## config.mk

```make
export PLATFORM = sky130hd
export DESIGN_NAME = ara_pe_req_broadcaster
export DESIGN_NICKNAME = d
export VERILOG_FILES = /design/src/rtl/ara_pe_req_broadcaster.sv
export SDC_FILE = /design/constraint.sdc
export NUM_CORES = 1
export LEC_CHECK = 0
export BUFFER_PORTS_ARGS = -buffer_cell sky130_fd_sc_hd__buf_4
export CELL_PAD_IN_SITES_DETAIL_PLACEMENT = 0
export CELL_PAD_IN_SITES_GLOBAL_PLACEMENT = 1
export CORE_MARGIN = 2
export CORE_UTILIZATION = 43
export CTS_CLUSTER_DIAMETER = 100
export CTS_CLUSTER_SIZE = 10
export DETAILED_ROUTE_END_ITERATION = 7
export PLACE_DENSITY = 0.89
export SETUP_SLACK_MARGIN = 0.05
export SLEW_MARGIN = 20
export SYNTH_ARGS = -nofsm -noshare
export SYNTH_HDL_FRONTEND = slang
export SYNTH_SLANG_ARGS = --single-unit
```

## constraint.sdc

```tcl
create_clock -name clk_i -period 5.3 [get_ports clk_i]
set_clock_uncertainty 0.15 [all_clocks]
set_input_delay 1.06 -clock clk_i [delete_from_list [all_inputs] [get_ports clk_i]]
set_output_delay 1.06 -clock clk_i [all_outputs]
set_load 0.005 [all_outputs]
```

## src/rtl/ara_pe_req_broadcaster.sv

```systemverilog
// Request buffer between the vector sequencer and the processing elements.
// Each head request is broadcast to its target PEs and retired once all of them accepted it.
package ara_pe_req_pkg;
    localparam int unsigned NrVInsn     = 4;
    localparam int unsigned OffsetLoad  = 0;
    localparam int unsigned OffsetStore = 1;
    localparam int unsigned OffsetSlide = 2;
    localparam int unsigned OffsetMask  = 3;

    typedef struct packed {
        logic [3:0]         id;
        logic [7:0]         op;
        logic [NrVInsn-1:0] vinsn_running;
        logic [NrVInsn-1:0] hazard_vs1;
        logic [NrVInsn-1:0] hazard_vs2;
        logic [NrVInsn-1:0] hazard_vd;
        logic [NrVInsn-1:0] hazard_vm;
    } pe_req_t;
endpackage

module ara_pe_req_broadcaster
    import ara_pe_req_pkg::*;
#(
    parameter int unsigned NrLanes = 1,
    parameter int unsigned Depth   = 2,
    localparam int unsigned NrPEs  = NrLanes + 4
) (
    input  logic               clk_i,
    input  logic               rst_ni,
    input  pe_req_t            pe_req_i,
    input  logic [NrPEs-1:0]   pe_req_target_i,
    input  logic               pe_req_valid_i,
    output logic               pe_req_ready_o,
    input  logic [NrVInsn-1:0] vinsn_done_i,
    output pe_req_t            pe_req_o,
    output logic [NrPEs-1:0]   pe_req_valid_o,
    input  logic [NrPEs-1:0]   pe_req_ready_i,
    output logic               idle_o
);
    localparam int unsigned PtrW = (Depth > 1) ? $clog2(Depth) : 1;
    localparam int unsigned CntW = $clog2(Depth + 1);

    typedef struct packed {
        pe_req_t          req;
        logic [NrPEs-1:0] target;
    } entry_t;

    function automatic pe_req_t clear_hazards(pe_req_t r, logic [NrVInsn-1:0] done);
        pe_req_t c;
        c               = r;
        c.vinsn_running = r.vinsn_running & ~done;
        c.hazard_vs1    = r.hazard_vs1 & ~done;
        c.hazard_vs2    = r.hazard_vs2 & ~done;
        c.hazard_vd     = r.hazard_vd & ~done;
        c.hazard_vm     = r.hazard_vm & ~done;
        return c;
    endfunction

    function automatic logic [PtrW-1:0] ptr_next(logic [PtrW-1:0] p);
        return (p == PtrW'(Depth - 1)) ? '0 : p + 1'b1;
    endfunction

    entry_t           mem [Depth];
    logic [PtrW-1:0]  rptr, wptr;
    logic [CntW-1:0]  count;
    logic [NrPEs-1:0] acked;
    logic [NrPEs-1:0] handshake;
    logic             not_empty, push, pop;

    assign not_empty      = (count != '0);
    assign idle_o         = !not_empty;
    assign pe_req_ready_o = (count != CntW'(Depth));
    assign pe_req_o       = not_empty ? mem[rptr].req : '0;
    assign pe_req_valid_o = not_empty ? (mem[rptr].target & ~acked) : '0;
    assign handshake      = pe_req_valid_o & pe_req_ready_i;
    // An empty target mask retires immediately since nothing is left to accept it.
    assign pop            = not_empty && ((mem[rptr].target & ~(acked | handshake)) == '0);
    assign push           = pe_req_valid_i && pe_req_ready_o;

    for (genvar i = 0; i < Depth; i++) begin : g_entry
        entry_t q;
        always_ff @(posedge clk_i or negedge rst_ni) begin
            if (!rst_ni) begin
                q <= '0;
            end else if (push && (wptr == PtrW'(i))) begin
                q.req    <= clear_hazards(pe_req_i, vinsn_done_i);
                q.target <= pe_req_target_i;
            end else begin
                q.req <= clear_hazards(q.req, vinsn_done_i);
            end
        end
        assign mem[i] = q;
    end

    always_ff @(posedge clk_i or negedge rst_ni) begin
        if (!rst_ni) begin
            rptr  <= '0;
            wptr  <= '0;
            count <= '0;
            acked <= '0;
        end else begin
            if (push) wptr <= ptr_next(wptr);
            if (pop) begin
                rptr  <= ptr_next(rptr);
                acked <= '0;
            end else begin
                acked <= acked | handshake;
            end
            if (push && !pop) count <= count + 1'b1;
            else if (pop && !push) count <= count - 1'b1;
        end
    end
endmodule

```

### After elaboration in Yosys (flattened, before gate mapping)

Cells that the tools add are included.
Widths: inputs -> output; s select.

* register bits: 83
* bits in latches: 0
* memory bits (writable): 0
* memory bits (read-only): 0
* input bits: 49
* output and inout port bits: 39
* word-level logic and storage cells: 74
* memories: 0

* add/sub/neg operators: 4
* multiply operators: 0
* div/mod/pow operators: 0
* order comparisons: 1
* equality and inequality tests: 1
* shift operators: 0
* muxes and demuxes: 12
* bitwise operators: 24
* reduce and logical (&&, ||, !) cells: 12

Operators with widths (count)
* $mux 37: 3
* $and 4x4->4: 15
* $mux 20: 2
* $mux 32: 1
* $and 5x5->5: 3
* $mux 5: 2
* $not 5->5: 2
* $logic_and 1x1->1: 6
* $logic_not 5->1: 1
* $or 5x5->5: 1
* $mux 2: 2
* $not 4->4: 1
* $reduce_bool 2->1: 2
* $logic_not 1->1: 3
* $add 1x1->1 const B: 2
* $add 2x1->2 const B: 1
* $ge 2x2->1 const B: 1
* $mux 1: 2
* $ne 2x2->1 const B: 1
* $not 1->2: 1
* $sub 2x1->2 const B: 1
* $not 1->1: 1

### Logic depth before layout (Yosys ltp)

* word-level depth: 15
* mapped depth: 9
* depth with buffers taken out: 8

### Least setup slack after synthesis

Ideal clock, no wire load.

* path type: flip-flop to output port
* start: reg count[0]
* end: out pe_req_o[22] (netlist name)
* arrival time: 1.263 ns
* required time: 4.090 ns
* path slack: 2.827 ns
* stages on the path, launching flop included: 5
* buffers on the path: 2
* cells stage by stage: dfrtp_1 -> nor2_1 -> buf_1 -> clkbuf_1 -> nor2_1

RTL lines
* start: declaration: line 65 `logic [CntW-1:0] count;`
* start signal: assignment: line 109 `if (push && !pop) count <= count + 1'b1;`
* start signal: assignment: line 110 `else if (pop && !push) count <= count - 1'b1;`
* end: declaration: line 35 `output pe_req_t pe_req_o,`

### Worst setup path after layout

* start: reg rptr
* end: out pe_req_valid_o[3]

* cells in the longest elaborated chain, start to end: 6

Ends and longest elaborated chain
* start: declaration: line 64 `logic [PtrW-1:0] rptr, wptr;`
* start signal: assignment: line 104 `rptr <= ptr_next(rptr);`
* $not 1->2 (implied by the code): line 74 `assign pe_req_valid_o = not_empty ? (mem[rptr].target & ~acked) : '0;`
* $mux 37 (implied by the code) (3 in series): line 74
* $and 5x5->5: line 74
* $mux 5: line 74
* end: declaration: line 36 `output logic [NrPEs-1:0] pe_req_valid_o,`

Every way passes these cells. The select of a mux whose other input is x is not followed.

==> metrics.md <==
| Metric | Value |
|---|---|
| Avg Synthesized Cell Area | `8.78 um2` |
| Most frequent cell after synthesis | `nand2_1` |
| Synth warn | `0` |
| Synth Register Bits | `83` |
| R2r setup slk | `2.28 ns` |
| Slew Limit Fails | `0` |
| Synth-to-Final Area Change | `23.1%` |
| Cell Pwr Density | `530 nW/um2` |
| Slowest cell on the critical path | `dfrtp_2` |
| Post-synth EDFFs | `0` |
| Critical Path AT | `2.06 ns` |
| Sequential fraction of the synthesis area | `54.2%` |
| Final period utilization | `61.8%` |
| Worst-Skew Late Latency | `0.34 ns` |
| Ys flop type | `dfrtp_1` |
| Setup Crit Path Kind | `reg2out` |
| Initial Utilization | `44.2%` |
| Hold Path Class | `reg2reg` |
| Status | `complete, no violations` |
| Final setup vio count | `0` |
| CTS sink count | `83` |
| Die ar. | `9690 um2` |
| Ranking of synthesized cells by area | `dfrtp_1, nand2_1, mux2i_1, a21oi_1, nor2_1` |
| Final Power | `0.00250 W` |
| Async SR Flop Fraction | `100%` |
| Hold endpoint | `g_entry[0].q[28]$_DFFE_PN0P_` |
| CTS tree | `yes` |
| Cts repair resizes | `0` |
| Post-synth design cell area | `3830 um2` |
| Vias post-DR | `3,131` |
| Setup_tns | `0 ns` |
| Unrepaired setup endpoints after global routing | `no` |
| Count of different cell masters after synthesis | `27` |
| Die height | `98.4 um` |
| Synth area leader | `dfrtp_1` |
| Setup bufs post-CTS | `0` |
| R2r worst-path depth | `8` |
| Initial antenna violation count | `0` |
| Fill count | `814` |
| Crit end category | `primary output` |
| Max Clock Freq | `0.305 GHz` |
| Placed Cells | `608` |
| R2R Path Start | `rptr$_DFFE_PN0P_` |
| DR DRC count | `0` |
| Core ar. | `8680 um2` |
| First-pass GRT wire length | `15.7 mm` |
| Router iterations before antenna repair | `4` |
| Routability cong. | `0.739` |
| Leakage power | `2.44 nW` |
| Synth top area share | `54.2%` |
| Grt total ovfl | `0` |
| Footprint of the multi-input gates | `1630 um2` |
| Post-route ant nets | `0` |
| Root buffer cell | `clkbuf_8` |
| Most common library cells after synthesis | `nand2_1, dfrtp_1, a21oi_1` |
| Syn Nets | `487` |
| Most Frequent Cell on Critical Path | `buf_4` |
| Critical-path cell list | `buf_4 -> mux2i_1 -> nor3_1 -> buf_4` |
| Fin nets | `561` |
| Sequential standard cell area | `2080 um2` |
| Vias per cell | `5.02` |
| Max Cap Viol | `0` |
| Worst vdd ir | `184 uV` |
| Row count | `34` |
| Final hold viol count | `0` |
| IO Port Bufs | `87` |
| Worst-path clk slew | `0.08 ns` |
| Overall routed net length | `9.28 mm` |
| Routed length per placed instance | `14.9 um` |
| Vias in the first global route | `3,237` |
| Die X | `98.4 um` |
| WP buf/inv | `2` |
| Worst-Margin Slew | `0.999 ns` |
| DR iter-0 viols | `121` |
| Max Fanout on Critical Path | `25` |
| Post-layout min period | `3.27 ns` |
| Worst reg2reg path endpoint | `count[1]$_DFFE_PN0P_` |
| Antenna fix cells | `0` |
| H-tree Lvls | `3` |
| Cts hold-fix bufs | `0` |
| Largest net degree at the start of global routing | `84` |
| Inserted Clock Buffers | `9` |
| Max Buffers Root-to-Sink | `2` |
| Detailed placement HPWL | `6.00 mm` |
| Max-Slew Margin vs Limit | `33.2%` |
| HP Start | `g_entry[0].q[28]$_DFFE_PN0P_` |
| CP peak stage delay | `0.64 ns` |
| Critical Path RT | `4.09 ns` |
| Startpoint class of the critical path | `flip-flop` |
| Share of layout cells above drive strength 1 | `21.7%` |
| Top Family by Delay on Critical Path | `buffers and inverters` |
| Post-synthesis cell count | `437` |
| Worst Hold Depth | `2` |
| Global-route usage over all layers | `20.1%` |
| IO Count | `88` |
| Fin cells | `624` |
[worst min-delay path: cells and delay by family, from the launching register on]
family	cells	cell delay, ns
flip-flops	1	0.34
AND/OR/NAND/NOR	2	0.10
[worst max-delay path by stage]
stage | to | from | slack [ns] | depth (start not counted)
after global placement | pe_req_valid_o[1] | rptr$_DFFE_PN0P_ | 2.42 | 4
after detailed placement | count[1]$_DFFE_PN0P_ | rptr$_DFFE_PN0P_ | 2.34 | 8
final | pe_req_valid_o[3] | rptr$_DFFE_PN0P_ | 2.03 | 4
after CTS | pe_req_valid_o[1] | rptr$_DFFE_PN0P_ | 2.01 | 4
after floorplan | pe_req_o[22] | count[0]$_DFFE_PN0P_ | 2.83 | 4
after global routing | pe_req_valid_o[3] | rptr$_DFFE_PN0P_ | 1.90 | 4
[layout make-up]
class	instances	area share, %
Clock buffer	11	2.99
Clock inverter	5	1.11
Inverter	1	0.0795
Multi-Input combinational cell	326	34.5
Sequential cell	83	44.0
Tap cell	108	2.86
Timing Repair Buffer	90	14.4
[sequential cells by signal, summed over array words and instances (netlist names)]
register and cells:
wptr 1, rptr 1, acked 5, g_entry.q 74, count 2
[layer usage]
metal  up-vias  track usage, %  routed length (um)
met5         -               0                   0
met4         0            7.17                  97
met3         6            2.84                 368
met2        71            35.2                4750
met1      1496            25.7                4060
li1       1558               -                   -
[layout by cell type, fill, tap and decap left out, drive strengths merged]
cell type / count
a21oi: 44
and2: 1
and3: 1
and3b: 1
buf: 90
bufinv: 1
clkbuf: 11
clkinv: 3
clkinvlp: 1
dfrtp: 83
ha: 1
inv: 1
mux2i: 37
nand2: 182
nand2b: 1
nand3: 1
nand3b: 1
nor2: 38
nor3: 7
nor3b: 1
nor4: 1
o32a: 1
o32ai: 2
or2: 1
xnor2: 1
xor2: 4
[cells by family (layout without fill, tap and decap cells)]
logic type | after synthesis | count (layout) | synth area share, %
AOI/OAI and AO/OA | 47 | 47 | 6.46
xor gates and xnor gates | 5 | 5 | 1.14
adders and majority gates | 1 | 1 | 0.326
buffers and inverters | 28 | 107 | 3.52
DFF | 83 | 83 | 54.2
muxes | 37 | 37 | 9.76
and+or+nand+nor | 236 | 236 | 24.6
[stage by stage]
step | hold slack [ns] | instance area, um2 | util, % | setup slack, ns
final | 0.326 | 4720 | 54.4 | 2.03
after global placement | 0.307 | 4520 | 52.1 | 2.42
after detailed placement | 0.312 | 4520 | 52.1 | 2.34
after global routing | 0.352 | 4720 | 54.4 | 1.90
after floorplan | 0.295 | 3830 | - | 2.83
after CTS | 0.331 | 4720 | 54.4 | 2.01
[power by group]
| group | internal, W | leakage [nW] | total, W | switching (W) |
|---|---|---|---|---|
| combinational | 0.000476 | 1.26 | 0.00108 | 0.000603 |
| sequential | 0.000835 | 1.08 | 0.000979 | 0.000144 |
| clock | 0.000229 | 0.0991 | 0.000445 | 0.000216 |
No activity file was read; power rests on OpenSTA's default activity.
